===== config.mk =====
export PLATFORM = sky130hd
export DESIGN_NAME = fetch_ctrl
export DESIGN_NICKNAME = d
export VERILOG_FILES = /design/src/rtl/fetch_ctrl.sv
export SDC_FILE = /design/constraint.sdc
export NUM_CORES = 1
export LEC_CHECK = 0
export ABC_AREA = 1
export CAP_MARGIN = 0
export CELL_PAD_IN_SITES_DETAIL_PLACEMENT = 0
export CELL_PAD_IN_SITES_GLOBAL_PLACEMENT = 2
export CORE_MARGIN = 4
export CORE_UTILIZATION = 24
export DETAILED_ROUTE_END_ITERATION = 6
export PLACE_DENSITY_LB_ADDON = 0.1
export SLEW_MARGIN = 10
export SYNTH_ARGS = -nofsm -noshare
export SYNTH_HDL_FRONTEND = slang
export SYNTH_SLANG_ARGS = --single-unit

===== constraint.sdc =====
create_clock -name clock -period 5.63 [get_ports clock]
set_input_delay 1.689 -clock clock [delete_from_list [all_inputs] [get_ports clock]]
set_output_delay 1.689 -clock clock [all_outputs]
set_load 0.02 [all_outputs]

===== src/rtl/fetch_ctrl.sv =====
// Fetch/decode sequencer for the PC block.
// Boots the PC, decodes ROM words, tracks call depth.
module fetch_ctrl #(
  parameter logic [10:0] RESET_ADDR  = 11'd0,
  parameter int          STACK_DEPTH = 4
) (
  input  logic        clock,
  input  logic        reset_n,
  input  logic [10:0] pc,
  input  logic [15:0] instr,
  output logic        jsr,
  output logic        ret,
  output logic        preload,
  output logic [10:0] preload_addr,
  output logic [9:0]  relative_addr,
  output logic        op_valid,
  output logic [3:0]  op_code,
  output logic [11:0] op_operand,
  input  logic        op_ready,
  output logic [2:0]  depth,
  output logic        halted,
  output logic        fault
);

  typedef enum logic [2:0] {
    S_BOOT,
    S_FILL,
    S_RUN,
    S_STALL,
    S_HALTED
  } state_t;

  localparam logic [2:0] DEPTH_MAX = 3'(STACK_DEPTH);

  state_t      state_q, state_d;
  logic [2:0]  depth_q, depth_d;
  logic        fault_q, fault_d;
  logic        ds_q, ds_d;
  logic [15:0] hold_q, hold_d;

  logic [3:0] opc;
  logic       is_nop, is_op, is_br;
  logic       is_jsr, is_ret, is_jmp, is_halt;
  logic       bad_slot;

  // Opcode classification of the word being decoded
  always_comb begin
    opc      = instr[15:12];
    is_nop   = (opc == 4'h0);
    is_br    = opc[3] & opc[2];
    is_op    = !is_nop && !is_br;
    is_jsr   = (opc == 4'hC);
    is_ret   = (opc == 4'hD);
    is_jmp   = (opc == 4'hE);
    is_halt  = (opc == 4'hF);
    bad_slot = ds_q && is_br;
  end

  // Next-state and control outputs
  always_comb begin
    state_d       = state_q;
    depth_d       = depth_q;
    fault_d       = fault_q;
    ds_d          = ds_q;
    hold_d        = hold_q;
    jsr           = 1'b0;
    ret           = 1'b0;
    preload       = 1'b0;
    preload_addr  = 11'd0;
    relative_addr = 10'd0;
    op_valid      = 1'b0;
    op_code       = 4'd0;
    op_operand    = 12'd0;
    unique case (state_q)
      S_BOOT: begin
        preload      = 1'b1;
        preload_addr = RESET_ADDR;
        state_d      = S_FILL;
      end
      S_FILL: begin
        state_d = S_RUN;
      end
      S_RUN: begin
        unique case (1'b1)
          bad_slot: begin
            fault_d = 1'b1;
            state_d = S_HALTED;
          end
          is_nop: begin
            ds_d = 1'b0;
          end
          is_op: begin
            ds_d       = 1'b0;
            op_valid   = 1'b1;
            op_code    = instr[15:12];
            op_operand = instr[11:0];
            if (!op_ready) begin
              hold_d       = instr;
              preload      = 1'b1;
              preload_addr = pc;
              state_d      = S_STALL;
            end
          end
          is_jsr && !ds_q: begin
            if (depth_q == DEPTH_MAX) begin
              fault_d = 1'b1;
              state_d = S_HALTED;
            end else begin
              jsr           = 1'b1;
              relative_addr = instr[9:0];
              depth_d       = depth_q + 3'd1;
              ds_d          = 1'b1;
            end
          end
          is_ret && !ds_q: begin
            if (depth_q == 3'd0) begin
              fault_d = 1'b1;
              state_d = S_HALTED;
            end else begin
              ret     = 1'b1;
              depth_d = depth_q - 3'd1;
              ds_d    = 1'b1;
            end
          end
          is_jmp && !ds_q: begin
            preload      = 1'b1;
            preload_addr = instr[10:0];
            ds_d         = 1'b1;
          end
          is_halt && !ds_q: begin
            ds_d    = 1'b0;
            state_d = S_HALTED;
          end
        endcase
      end
      S_STALL: begin
        op_valid   = 1'b1;
        op_code    = hold_q[15:12];
        op_operand = hold_q[11:0];
        if (op_ready) begin
          state_d = S_RUN;
        end else begin
          preload      = 1'b1;
          preload_addr = pc;
        end
      end
      S_HALTED: begin
        preload      = 1'b1;
        preload_addr = pc;
      end
      default: begin
        state_d = S_BOOT;
      end
    endcase
  end

  // Sequencer state registers
  always_ff @(posedge clock or negedge reset_n) begin
    if (!reset_n) begin
      state_q <= S_BOOT;
      depth_q <= 3'd0;
      fault_q <= 1'b0;
      ds_q    <= 1'b0;
      hold_q  <= 16'd0;
    end else begin
      state_q <= state_d;
      depth_q <= depth_d;
      fault_q <= fault_d;
      ds_q    <= ds_d;
      hold_q  <= hold_d;
    end
  end

  assign depth  = depth_q;
  assign fault  = fault_q;
  assign halted = (state_q == S_HALTED);

endmodule

======== Word-level counts from Yosys, hierarchy flattened ========
Index checks and enable logic that the tools add are counted.
operators by class
  $add $sub $neg .......................... 2
  equality and inequality tests ........... 18
  mux-type cells .......................... 36
  bitwise operators ....................... 3
  reduce and logical (&&, ||, !) cells .... 23
operators by type and width
  cell                number
  $pmux 11 s3         1
  $mux 10             3
  $pmux 12 s2         1
  $pmux 11 s2         1
  $mux 3              6
  $eq 4x4->1 const B  4
  $pmux 3 s5          1
  $mux 1              12
  $mux 12             1
  $pmux 3 s4          1
  $reduce_and 4->1    3
  $mux 11             1
  $ne 3x3->1 const B  3
  $pmux 4 s2          1
  $eq 3x2->1 const B  2
  $eq 3x3->1 const B  2
  $logic_and 1x1->1   6
  $logic_not 3->1     2
  $ne 2x2->1 const B  3
  $pmux 1 s3          2
  $pmux 3 s2          1
  $reduce_and 6->1    1
  $ne 5x5->1 const B  1
  $logic_not 4->1     1
  other kinds (16)    22
word-level totals
  register bits ........................... 24
  bits of input ports ..................... 30
  output and inout port bits .............. 46
  word-level logic and storage cells ...... 87

======== Logic depth before layout (Yosys ltp) ========
  word-level depth ........................ 6
  mapped depth ............................ 10

======== Least setup slack after synthesis ========
No wires, ideal clock.
  path kind ............................... input -> output
  from .................................... input op_ready
  to ...................................... output preload_addr[6]
  arrival ................................. 2.625 ns
  data required time ...................... 3.941 ns
  slack ................................... 1.316 ns
  stages on the path ...................... 8
  path buffers ............................ 1
  cell sequence ........................... clkbuf_2 -> inv_1 -> nand3_1 -> nand2_2 -> inv_4 -> nand2_1 -> nand2_1 -> o21ai_0
on the way
  longest elaborated chain between the ends .. 3
RTL lines
  what             line     RTL
  start, declared  19       input logic op_ready,
  $mux 11 (*)      97, 140
  $pmux 11 s2      84       unique case (1'b1)
  $pmux 11 s3 (*)  74       unique case (state_q)
  end, declared    14       output logic [10:0] preload_addr,
Every way passes the cells marked *; elsewhere a longest branch is shown, timed or not.

======== Final worst setup path ========
  from .................................... input instr[14]
  to ...................................... output relative_addr[5]
on the way
  longest elaborated chain between the ends .. 4
RTL lines
  what               line  RTL
  start, declared    10    input logic [15:0] instr,
  $eq 4x4->1         52    is_jsr = (opc == 4'hC);
  $logic_and 1x1->1  104   is_jsr && !ds_q: begin
  $mux 10            84
  $mux 10            74
  end, declared      15    output logic [9:0] relative_addr,
No other way between the ends.

==> summary.md <==
| Metric | Value |
|---|---|
| Beginning of the worst hold path | fault |
| Final setup TNS | 0 ns |
| Area Overhead vs Synth | 51.73% |
| Port bufs | 75 |
| Fillers | 811 |
| Die X | 96.43 µm |
| Crit path time final | 5.448 ns |
| CTS tree | yes |
| Asr flop ratio synth | 100.0% |
| Sequential cell area fraction in the yosys report | 32.00% |
| Cell area after synthesis | 1877 µm² |
| Vias per cell | 4.360 |
| Area leader, netlist | dfrtp_1 |
| Nets | 388 |
| DIE HEIGHT | 96.43 µm |
| Non-filler instance count after layout | 455 |
| CTS Buf Count | 3 |
| Worst setup EP type | output pin |
| Most frequent cell after synthesis | inv_1 |
| YS warnings | 0 |
| Cell leakage power | 1.346 nW |
| Initial antenna violation count | 0 |
| Period utilisation layout | 96.77% |
| Final setup viols | 0 |
| Post-DR wirelength/cell | 13.86 µm |
| GRT Overall Usage | 13.97% |
| CTS Buffer Depth | 2 |
| RSZ-0062 raised after global routing | no |
| Synth cell count leaders | inv_1 (62), nand2_1 (58), nor2_1 (32), dfrtp_1 (24), o21ai_0 (24) |
| Syn avg cell area | 6.825 µm² |
| Final wirelength | 6308 µm |
| First-pass GRT wire length | 9977 µm |
| EDFF count, synth | 0 |
| Cell row count | 31 |
| Worst EP required | 3.94 ns |
| Hold bufs inserted after CTS | 0 |
| DR vias | 1984 |
| Antenna Cells | 0 |
| Clock Latency Late Sink | 0.27 ns |
| #FFs+latches synth | 24 |
| Slew HR | 56.79% |
| Grt total ovfl | 0 |
| Clock-pin slew on the worst setup and hold paths | 0.09 ns |
| Synth Flop Type | dfrtp_1 |
| DP HPWL | 4904 µm |
| Setup Crit Path Kind | in -> out |
| Yosys cell types | 32 |
| Area of the multi-input gates | 978.4 µm² |
| Status | finished clean |
| Worst vdd ir | 0.00006892 V |
| CP startpoint | instr[14] |
| Fmax | 0.1836 GHz |
| Mapped Cells | 275 |
| Ports | 76 |
| Die area | 9299 µm² |
| # DRC | 0 |
| Vias in the first global route | 1968 |
| Core Region | 7408 µm² |
| DR iter-0 viols | 78 |
| Pin slew with the least headroom to its limit | 0.6460 ns |
| Crit start category | primary input |
| R2r startpoint | state_q[0] |
| Share of the synthesized area in the top cell type | 32.00% |
| Clock sink count | 24 |
| Initial Utilization | 25.33% |
| Largest net degree at the start of global routing | 25 |
| Final number of hold-violating endpoints | 0 |
| Mapped Nets | 306 |
| Placed Cells | 451 |
| Crit Path Max Fanout | 10 |
| Share of layout cells above drive strength 1 | 13.20% |
| Clock Skew | 0.003958 ns |
| Slew Limit Fails | 0 |
| Antenna-violating nets left | 0 |
| Final GP Congestion | 0.7637 |
| WP data arrival | 3.76 ns |
| Root Buffer | clkbuf_8 |
| Storage cell area | 600.6 µm² |
| Htree depth | 1 |
| Top post-synthesis cells by area | dfrtp_1 (32%), inv_1 (12%), nand2_1 (12%) |
| Worst min path class | reg -> reg |
| PwrDens | 136.2 nW/µm² |
| DR pass1 iterations | 4 |
| MaxCap Viol Count | 0 |
## area by class of cell
class	instances	area share [%]
Timing Repair Buffer	84	29.17
Inverter	67	9.095
Tap cell	99	4.350
Multi-Input combinational cell	177	34.36
Sequential cell	24	21.09
Clock buffer	4	1.933
## logic make-up after synthesis
logic type      share of synthesized area, %
simple gates                           30.60
buf+inv                                16.53
compound gates                         19.33
flops                                  32.00
xor+xnor                              0.4668
fa+ha+maj                              1.067
## sequential cells by signal, indices dropped and copies added (netlist names)
register  flops
ds_q          1
depth         3
fault         1
state_q       3
hold_q       16
## through the flow
| step | hold slack [ns] | total power, W | area, µm² | util [%] | setup slack (ns) |
|---|---|---|---|---|---|
| global route | 0.5228 | 0.0004143 | 2848 | 38.44 | 0.06065 |
| global placement | 0.4780 | 0.0002707 | 2780 | 37.53 | 0.1496 |
| detailed placement | 0.4641 | 0.0002706 | 2780 | 37.53 | 0.1331 |
| CTS | 0.5003 | 0.0003960 | 2835 | 38.27 | 0.1096 |
| floorplan | 0.4537 | 0.0002254 | 1877 | - | 1.316 |
| finish | 0.4906 | 0.0003880 | 2848 | 38.44 | 0.1819 |
## metal layers
layer	up-vias	wire length, µm	share of wire (%)	GRT usage [%]
li1	1023	-	-	-
met1	905	3024	48	19.15
met2	54	2743	43	21.56
met3	2	507	8.0	4.725
met4	0	34	0.54	2.453
met5	-	0	0	0
## worst max-delay path, cell delays in order
cell and delay, ns:
clkdlybuf4s50_1 0.59, nand2_2 0.15, nor2_1 0.24, nand3_1 0.13
buf_4 0.23, nor2_1 0.11, clkdlybuf4s50_1 0.62
## timing repair
item	4_1_cts	5_1_grt
resized for setup	0	3
setup endpoints to repair	0	6
setup buffers	0	0
## cells in the final DEF (no fill, tap or decap)
cell and n:
nand2_1 57, o22ai_2 10, clkinv_4 1, nand4_1 3, nor2_4 2, nor3_4 1, clkdlybuf4s50_1 75, nand3_4 1
buf_12 1, o21ai_0 24, nor3_1 1, nand2_4 2, inv_2 3, inv_1 62, dfrtp_1 24, o21ai_1 1
xor2_1 1, nor2_8 1, nand2_2 9, fa_1 1, o211ai_1 1, buf_4 8, o31ai_1 2, inv_4 1
clkbuf_8 4, o22ai_1 13, nor2_1 31, nand3_1 13, nor2_2 2, a31o_2 1
## where the power goes
group / internal (W) / switching [W]
clock network: 0.0000625 / 0.0000580
logic: 0.0000407 / 0.0000436
registers: 0.000181 / 0.00000249
## path summary, 6_finish.rpt
| check | slack, ns | end | cells after the start |
|---|---|---|---|
| worst max-delay path | 0.18 | relative_addr[5] | 7 |
| worst min-delay path | 0.49 | fault | 1 |
| worst max register to register | 3.76 | state_q[1] | 7 |
| worst min register to register | 0.49 | fault | 1 |
| max in group asynchronous | 3.60 | ds_q | 2 |
| min in group asynchronous | 1.78 | hold_q[15] | 2 |
Power figures use the tool's default switching activity.
